[src/rtl/sleep_if.sv]
// Signal bundle between the vital energy system side and sleep_cycle_controller.
// master drives the energy/time-base inputs, slave is the controller.
interface sleep_if;
  logic       tick;
  logic [1:0] vital_energy_level;
  logic       vital_energy_zero;
  logic       wake_stimulus;
  logic [1:0] sleep_state;
  logic       asleep;
  logic       exhausted;

  modport master (
    output tick, vital_energy_level, vital_energy_zero, wake_stimulus,
    input  sleep_state, asleep, exhausted
  );

  modport slave (
    input  tick, vital_energy_level, vital_energy_zero, wake_stimulus,
    output sleep_state, asleep, exhausted
  );
endinterface

[src/rtl/sleep_cycle_controller.sv]
// Sleep/wake FSM driven by vital energy level; turns energy depletion into drowsiness/sleep.
// Optional: define SLEEP_WAKE_STIMULUS_EN to allow stimulus-driven wake from ASLEEP.
module sleep_cycle_controller #(
  parameter int unsigned DROWSY_HOLD = 16,
  parameter int unsigned MIN_SLEEP   = 64,
  parameter int unsigned WAKE_HOLD   = 4
) (
  input  logic     clk,
  input  logic     rst_n,
  sleep_if.slave   bus
);

  localparam logic [1:0] ST_AWAKE  = 2'd0;
  localparam logic [1:0] ST_DROWSY = 2'd1;
  localparam logic [1:0] ST_ASLEEP = 2'd2;
  localparam logic [1:0] ST_WAKING = 2'd3;

  localparam logic [7:0] DROWSY_LAST   = 8'(DROWSY_HOLD - 1);
  localparam logic [7:0] WAKE_LAST     = 8'(WAKE_HOLD - 1);
  localparam logic [7:0] MIN_SLEEP_CNT = 8'(MIN_SLEEP);

  logic [1:0] state;
  logic [1:0] state_next;
  logic [7:0] cnt;
  logic [7:0] cnt_next;
  logic [7:0] cnt_inc;
  logic       asleep_q;
  logic       exhausted_q;
  logic       collapse;
  logic       level_zero;
  logic       level_full;
  logic       wake_ok;
  logic       stim_wake;

  assign level_zero = (bus.vital_energy_level == 2'd0);
  assign level_full = (bus.vital_energy_level == 2'd3);
  // Saturation keeps wake eligibility permanent once MIN_SLEEP is reached.
  assign cnt_inc    = (cnt == 8'hFF) ? cnt : cnt + 8'd1;
  assign wake_ok    = (cnt >= MIN_SLEEP_CNT);

`ifdef SLEEP_WAKE_STIMULUS_EN
  assign stim_wake = bus.wake_stimulus && !level_zero;
`else
  assign stim_wake = 1'b0;
`endif

  // NOTE: every output of this block gets a default first, so no path can infer a latch.
  always_comb begin
    state_next = state;
    cnt_next   = cnt;
    collapse   = 1'b0;

    case (state)
      ST_AWAKE: begin
        if (bus.vital_energy_zero) begin
          state_next = ST_ASLEEP;
          collapse   = 1'b1;
        end else if (!level_zero) begin
          cnt_next = '0;
        end else if (bus.tick) begin
          if (cnt == DROWSY_LAST) state_next = ST_DROWSY;
          else                    cnt_next   = cnt_inc;
        end
      end

      ST_DROWSY: begin
        if (bus.vital_energy_zero) begin
          state_next = ST_ASLEEP;
          collapse   = 1'b1;
        end else if (!level_zero) begin
          state_next = ST_AWAKE;
        end else if (bus.wake_stimulus) begin
          cnt_next = '0;
        end else if (bus.tick) begin
          if (cnt == DROWSY_LAST) state_next = ST_ASLEEP;
          else                    cnt_next   = cnt_inc;
        end
      end

      ST_ASLEEP: begin
        // Energy-zero is deliberately ignored here: the organism is already asleep.
        if (wake_ok && (level_full || stim_wake)) begin
          state_next = ST_WAKING;
        end else if (bus.tick) begin
          cnt_next = cnt_inc;
        end
      end

      ST_WAKING: begin
        if (bus.vital_energy_zero) begin
          state_next = ST_ASLEEP;
          collapse   = 1'b1;
        end else if (bus.tick) begin
          if (cnt == WAKE_LAST) state_next = ST_AWAKE;
          else                  cnt_next   = cnt_inc;
        end
      end
    endcase

    if (state_next != state) cnt_next = '0;
  end

  // NOTE: non-blocking assignments so all registers update from the same pre-edge values.
  always_ff @(posedge clk or negedge rst_n) begin
    if (!rst_n) begin
      state       <= ST_AWAKE;
      cnt         <= '0;
      asleep_q    <= 1'b0;
      exhausted_q <= 1'b0;
    end else begin
      state       <= state_next;
      cnt         <= cnt_next;
      asleep_q    <= (state_next == ST_ASLEEP);
      exhausted_q <= collapse;
    end
  end

  assign bus.sleep_state = state;
  assign bus.asleep      = asleep_q;
  assign bus.exhausted   = exhausted_q;

endmodule

[src/flat_wrapper.sv]
// flat-port wrapper written by rule: the top's interface ports become plain ports
module sleep_cycle_controller_flat 
#(
  parameter int unsigned DROWSY_HOLD = 16,
  parameter int unsigned MIN_SLEEP   = 64,
  parameter int unsigned WAKE_HOLD   = 4
)
  (clk, rst_n, bus_tick, bus_vital_energy_level, bus_vital_energy_zero, bus_wake_stimulus, bus_sleep_state, bus_asleep, bus_exhausted);
  sleep_if bus_i ();
  input  logic clk;
  input  logic rst_n;
  input wire logic [$bits(bus_i.tick)-1:0] bus_tick;
  input wire logic [$bits(bus_i.vital_energy_level)-1:0] bus_vital_energy_level;
  input wire logic [$bits(bus_i.vital_energy_zero)-1:0] bus_vital_energy_zero;
  input wire logic [$bits(bus_i.wake_stimulus)-1:0] bus_wake_stimulus;
  output wire logic [$bits(bus_i.sleep_state)-1:0] bus_sleep_state;
  output wire logic [$bits(bus_i.asleep)-1:0] bus_asleep;
  output wire logic [$bits(bus_i.exhausted)-1:0] bus_exhausted;
  assign bus_i.tick = bus_tick;
  assign bus_i.vital_energy_level = bus_vital_energy_level;
  assign bus_i.vital_energy_zero = bus_vital_energy_zero;
  assign bus_i.wake_stimulus = bus_wake_stimulus;
  assign bus_sleep_state = bus_i.sleep_state;
  assign bus_asleep = bus_i.asleep;
  assign bus_exhausted = bus_i.exhausted;
  sleep_cycle_controller #(.DROWSY_HOLD(DROWSY_HOLD), .MIN_SLEEP(MIN_SLEEP), .WAKE_HOLD(WAKE_HOLD)) u_core (.clk(clk), .rst_n(rst_n), .bus(bus_i));
endmodule
[config.mk]
export PLATFORM = sky130hd
export DESIGN_NAME = sleep_cycle_controller_flat
export DESIGN_NICKNAME = d
export VERILOG_FILES = /design/src/rtl/sleep_if.sv /design/src/rtl/sleep_cycle_controller.sv /design/src/flat_wrapper.sv
export SDC_FILE = /design/constraint.sdc
export NUM_CORES = 1
export LEC_CHECK = 0
export CAP_MARGIN = 20
export CORE_ASPECT_RATIO = 1.5
export CORE_MARGIN = 1.5
export CORE_UTILIZATION = 52
export CTS_CLUSTER_DIAMETER = 30
export DETAILED_ROUTE_END_ITERATION = 16
export PLACE_DENSITY_LB_ADDON = 0.3
export SLEW_MARGIN = 20
export SYNTH_ARGS = -nofsm -noshare
export SYNTH_HDL_FRONTEND = slang
export SYNTH_SLANG_ARGS = --single-unit
export TNS_END_PERCENT = 50
[constraint.sdc]
create_clock -name clk -period 2.4 [get_ports clk]
set_input_delay 0.48 -clock clk [delete_from_list [all_inputs] [get_ports clk]]
set_output_delay 0.48 -clock clk [all_outputs]
set_load 0.03 [all_outputs]
After elaboration in Yosys (flattened, before gate mapping)
Index checks and enable logic that the tools add are counted.

Magnitude comparators: 1. Eq/ne operators: 17. Add/subtract/negate cells: 1. Reductions and logical operators: 5. Muxes and demuxes: 31.

Operator list (number): $mux 8 (14); $pmux 8 s4 (1); $mux 2 (13); $ne 3x2->1 const B (5); $add 8x1->8 const B (1); $eq 2x2->1 const B (4); $eq 8x2->1 const B (1); $eq 8x4->1 const B (1); $eq 8x8->1 const B (1); $ge 8x7->1 const B (1); $pmux 2 s4 (1); $reduce_and 8->1 (1); $ne 3x3->1 const B (2); $logic_not 2->1 (2); $ne 3x1->1 const B (1); $reduce_or 3->1 (1); $eq 2x1->1 const B (1); $mux 1 (2); $ne 2x2->1 (1); $logic_and 1x1->1 (1).

Input port bits: 7. Flip-flop bits (word level): 12. Output and inout port bits: 4. Word-level logic and storage cells: 59.

Logic depth before layout (Yosys ltp)
Depth in word-level cells: 10. Mapped depth: 8. Gate-level depth less buffers: 6.

Worst setup path after synthesis
OpenSTA, ideal clock, no wires.

Kind: register to register. From: reg u_core.cnt[6]. To: reg u_core.cnt[1]. Arrival time: 2281 ps. Required time: 2290 ps. Setup time: 110 ps. Path buffers: 2. Period minus slack after synthesis: 2391 ps. Cell stages (with the launch flop): 8. Slack: 9 ps. Cell sequence: dfrtp_1 > buf_6 > or4_4 > or4_4 > and3_4 > buf_6 > or3b_2 > o41ai_1.

Word-level cells in the longest chain between the ends: 10. Elaborated cells between the ends (all ways): 44. Those cells by class: order compare (1); eq/ne (12); mux (29); reduce/logical (2).

RTL lines: start: declaration (line sleep_cycle_controller.sv:24) `logic [7:0] cnt;`; start signal: assignment (line sleep_cycle_controller.sv:112) `cnt <= cnt_next;`; $eq 8x4->1 (line sleep_cycle_controller.sv:61, sleep_cycle_controller.sv:75); $mux 2 (line sleep_cycle_controller.sv:75) `if (cnt == DROWSY_LAST) state_next = ST_ASLEEP;`; $mux 2 (line sleep_cycle_controller.sv:74) `end else if (bus.tick) begin`; $mux 2 (line sleep_cycle_controller.sv:72) `end else if (bus.wake_stimulus) begin`; $mux 2 (line sleep_cycle_controller.sv:70) `end else if (!level_zero) begin`; $mux 2 (line sleep_cycle_controller.sv:67) `if (bus.vital_energy_zero) begin`; $pmux 2 s4 (line sleep_cycle_controller.sv:53) `case (state)`; $ne 2x2->1 (line sleep_cycle_controller.sv:100) `if (state_next != state) cnt_next = '0;`; $ne 3x3->1 (no line) (tied with other cells); $reduce_and 8->1 (no line).

Parallel ways exist; a longest one is shown, timed or not. The select of a mux whose other input is x is not followed. A chain may end at the register's enable or synchronous reset.

Worst setup path after layout
From: reg u_core.cnt[7]. To: reg u_core.cnt[0].

Same word-level chain as after synthesis.

==> metrics <==
status finished, final reports clean; final hold viol count 0; Slew headroom 63.57%; synth top area cells dfrtp_1 24%, o21ai_0 5.6%, clkbuf_1 5.1%; CP Max Fanout 4; Worst EP required 2560 ps; Leak Pwr 0.5622 nW; WHS 556.7 ps; M1 GR Usage 38.93%; TritonCTS clock tree yes; reg-to-reg startpoint u_core.cnt[7]; top cell type's share of synthesized area 23.83%; Die X 43.19 µm; Critical Path Source u_core.cnt[7]; Post-DP HPWL 2.874 mm; min Tclk post-route 2348 ps; number of global-route vias before repair 1373; Worst R2R Setup Slack 50 ps; Reg2Reg Depth 5; 1st-pass router iterations 4; kind of critical path reg2reg; io pins 11; GRT busiest layer met2; drt drc 0; reg2reg end u_core.cnt[0]; Main synth FF type dfrtp_1; wirelength, routed 3.908 mm; WL per Instance 19.25 µm; top-count cell post-synth clkbuf_1; EDFF count, synth 0; first-pass GRT wire length 6.727 mm; First DRT Iteration DRCs 97; Post-DP Area 1445 µm²; routability cong. 1.043; max cap viols 0; Slew @ Worst Pin 544.8 ps; Root Buffer clkbuf_4; CTS Sinks 12; worst min path class in2async; Synth Instances 166; Overflow after GRT 0; final net count 189; row count 21; crit path to u_core.cnt[0]; Final Max Slew Viols 0; syn_area_per_cell 7.590 µm²; Core Region 2260 µm²; final worst setup slack 51.74 ps; Final Cell Area 1488 µm²; layout cells sized above 1 20.00%; count of different cell masters after synthesis 49; post-route ant nets 0; total track usage 31.41%; fill count 196; Post-synth top cells 17 x clkbuf_1, 14 x o21ai_0, 12 x dfrtp_1, 12 x nor2_1, 10 x a21oi_1; Num CTS Buffers 3; Synth Register Bits 12; DR vias/cell 7.236; post-synth top area cell dfrtp_1; Setup Viol. Count Final 0; dpl ws 34.06 ps; RSZ-0062 raised after global routing no; Worst EP arrival 2510 ps; initial antenna violation count 0; yosys warns 0; Syn Nets 174; I/O Buffers 10; FMAX 0.4258 GHz; M2 GR Usage 53.36%; Setup Skew 11.76 ps; met3 GRT Util 4.011%; Seq/Total Area, Yosys 23.83%; Power Density 816.8 nW/µm²; Die Y 63.29 µm; Post-synth ARST share 100.0%; Clock Path Buffers 2; CTS HTree Levels 1; Skew-Pair Late Insertion Delay 270 ps; Layout area overhead 18.07%; Mapped Area 1260 µm²; setup_tns 0 ps; Die Area 2733 µm²; Post-CTS Hold Fix Bufs 0; Reg clk slew, reported paths 80 ps; Worst Setup Start Kind flop; Initial Utilization 55.76%; crit path capture type flop; Tcrit/Tclk final 97.84%; via count 1469; Antenna Cells 0; Peak VDD IR 0.0008034 V; largest net degree at the start of global routing 18
worst max-delay path, stage by stage (launching register included):
cell      delay, ps
dfrtp_1         390
or4_4           540
or4_4           490
and3_4          210
a221o_1         330
a311oi_2        280
cells by family (layout without fill, tap and decap cells):
| kind of cell | after synthesis | in the layout | share of synthesized area [%] |
|---|---|---|---|
| AOI/OAI and AO/OA | 66 | 66 | 37.84 |
| and+or+nand+nor | 66 | 66 | 29.89 |
| buffers and inverters | 21 | 35 | 7.448 |
| DFF | 12 | 12 | 23.83 |
| adders and majority gates | 1 | 1 | 0.9929 |
routing by layer:
metal,part of all wire (%),vias to the layer above
met3,7.7,24
met2,49,97
li1,-,681
met5,0,-
met1,39,667
met4,4.5,0
cells in the final DEF, fill, tap and decap left out, types with 2 or more instances in the layout:
cell / Yosys / layout
nor3_1: 7 / 7
buf_4: 0 / 19
nand2_1: 8 / 8
or4_4: 2 / 2
a21oi_1: 10 / 10
and2_1: 2 / 2
o31ai_1: 5 / 5
nand2b_1: 2 / 2
a221oi_1: 2 / 2
a31o_2: 3 / 3
a21boi_0: 3 / 3
o221a_2: 3 / 3
nor2b_1: 4 / 4
o211ai_1: 3 / 3
clkbuf_4: 0 / 3
a211oi_1: 3 / 3
a311oi_1: 3 / 2
o21a_1: 2 / 2
nor4_1: 2 / 2
a221o_1: 2 / 2
clkdlybuf4s50_1: 0 / 10
dfrtp_1: 12 / 12
nand4_1: 5 / 5
or3_1: 2 / 2
nand3_1: 8 / 8
o21ai_0: 14 / 14
and4_1: 3 / 3
and3_1: 3 / 3
inv_1: 2 / 2
nor2_1: 12 / 12
worst min-delay path by stage:
stage                              from                 to  slack [ps]  depth (start not counted)
after floorplan                   rst_n  u_core.bus.asleep         180                          0
after global placement    u_core.cnt[5]      u_core.cnt[5]         720                          3
after detailed placement  u_core.cnt[5]      u_core.cnt[5]         740                          3
after CTS                         rst_n      u_core.cnt[7]         570                          1
after global routing              rst_n      u_core.cnt[1]         580                          1
final                             rst_n      u_core.cnt[7]         560                          1
report_power, final:
part | internal (mW) | switching, mW | total [mW]
Clock | 0.0921 | 0.0663 | 0.158
Combinational | 0.315 | 0.390 | 0.705
Sequential | 0.260 | 0.0916 | 0.351
Total | 0.667 | 0.548 | 1.22
area by class of cell:
class                   count  area (µm²)  share of cell area, %
multi-input cells         133       872.1                  58.62
inverters                   2       7.507                 0.5046
clock buffers               4       36.28                  2.439
flip-flops and latches     12       300.3                  20.18
repair buffers             29       242.7                  16.32
well taps                  23       28.78                  1.934
flip-flops by register name (all words and copies together), names as in the netlist:
register,cells
u_core.bus.sleep_state,2
u_core.bus.exhausted,1
u_core.cnt,8
u_core.bus.asleep,1
stage by stage:
| stage | total power, mW | cells | utilization, % |
|---|---|---|---|
| floorplan | 0.7865 | 166 | - |
| global placement | 1.004 | 199 | 63.95 |
| detailed placement | 1.026 | 199 | 63.95 |
| CTS | 1.187 | 203 | 65.56 |
| global route | 1.301 | 203 | 65.84 |
| finish | 1.215 | 203 | 65.84 |
repair_timing:
action                     4_1_cts  5_1_grt
setup endpoints to repair        0        1
buffers inserted                 0        0
resized for setup                0        1
Power figures use the tool's default switching activity.
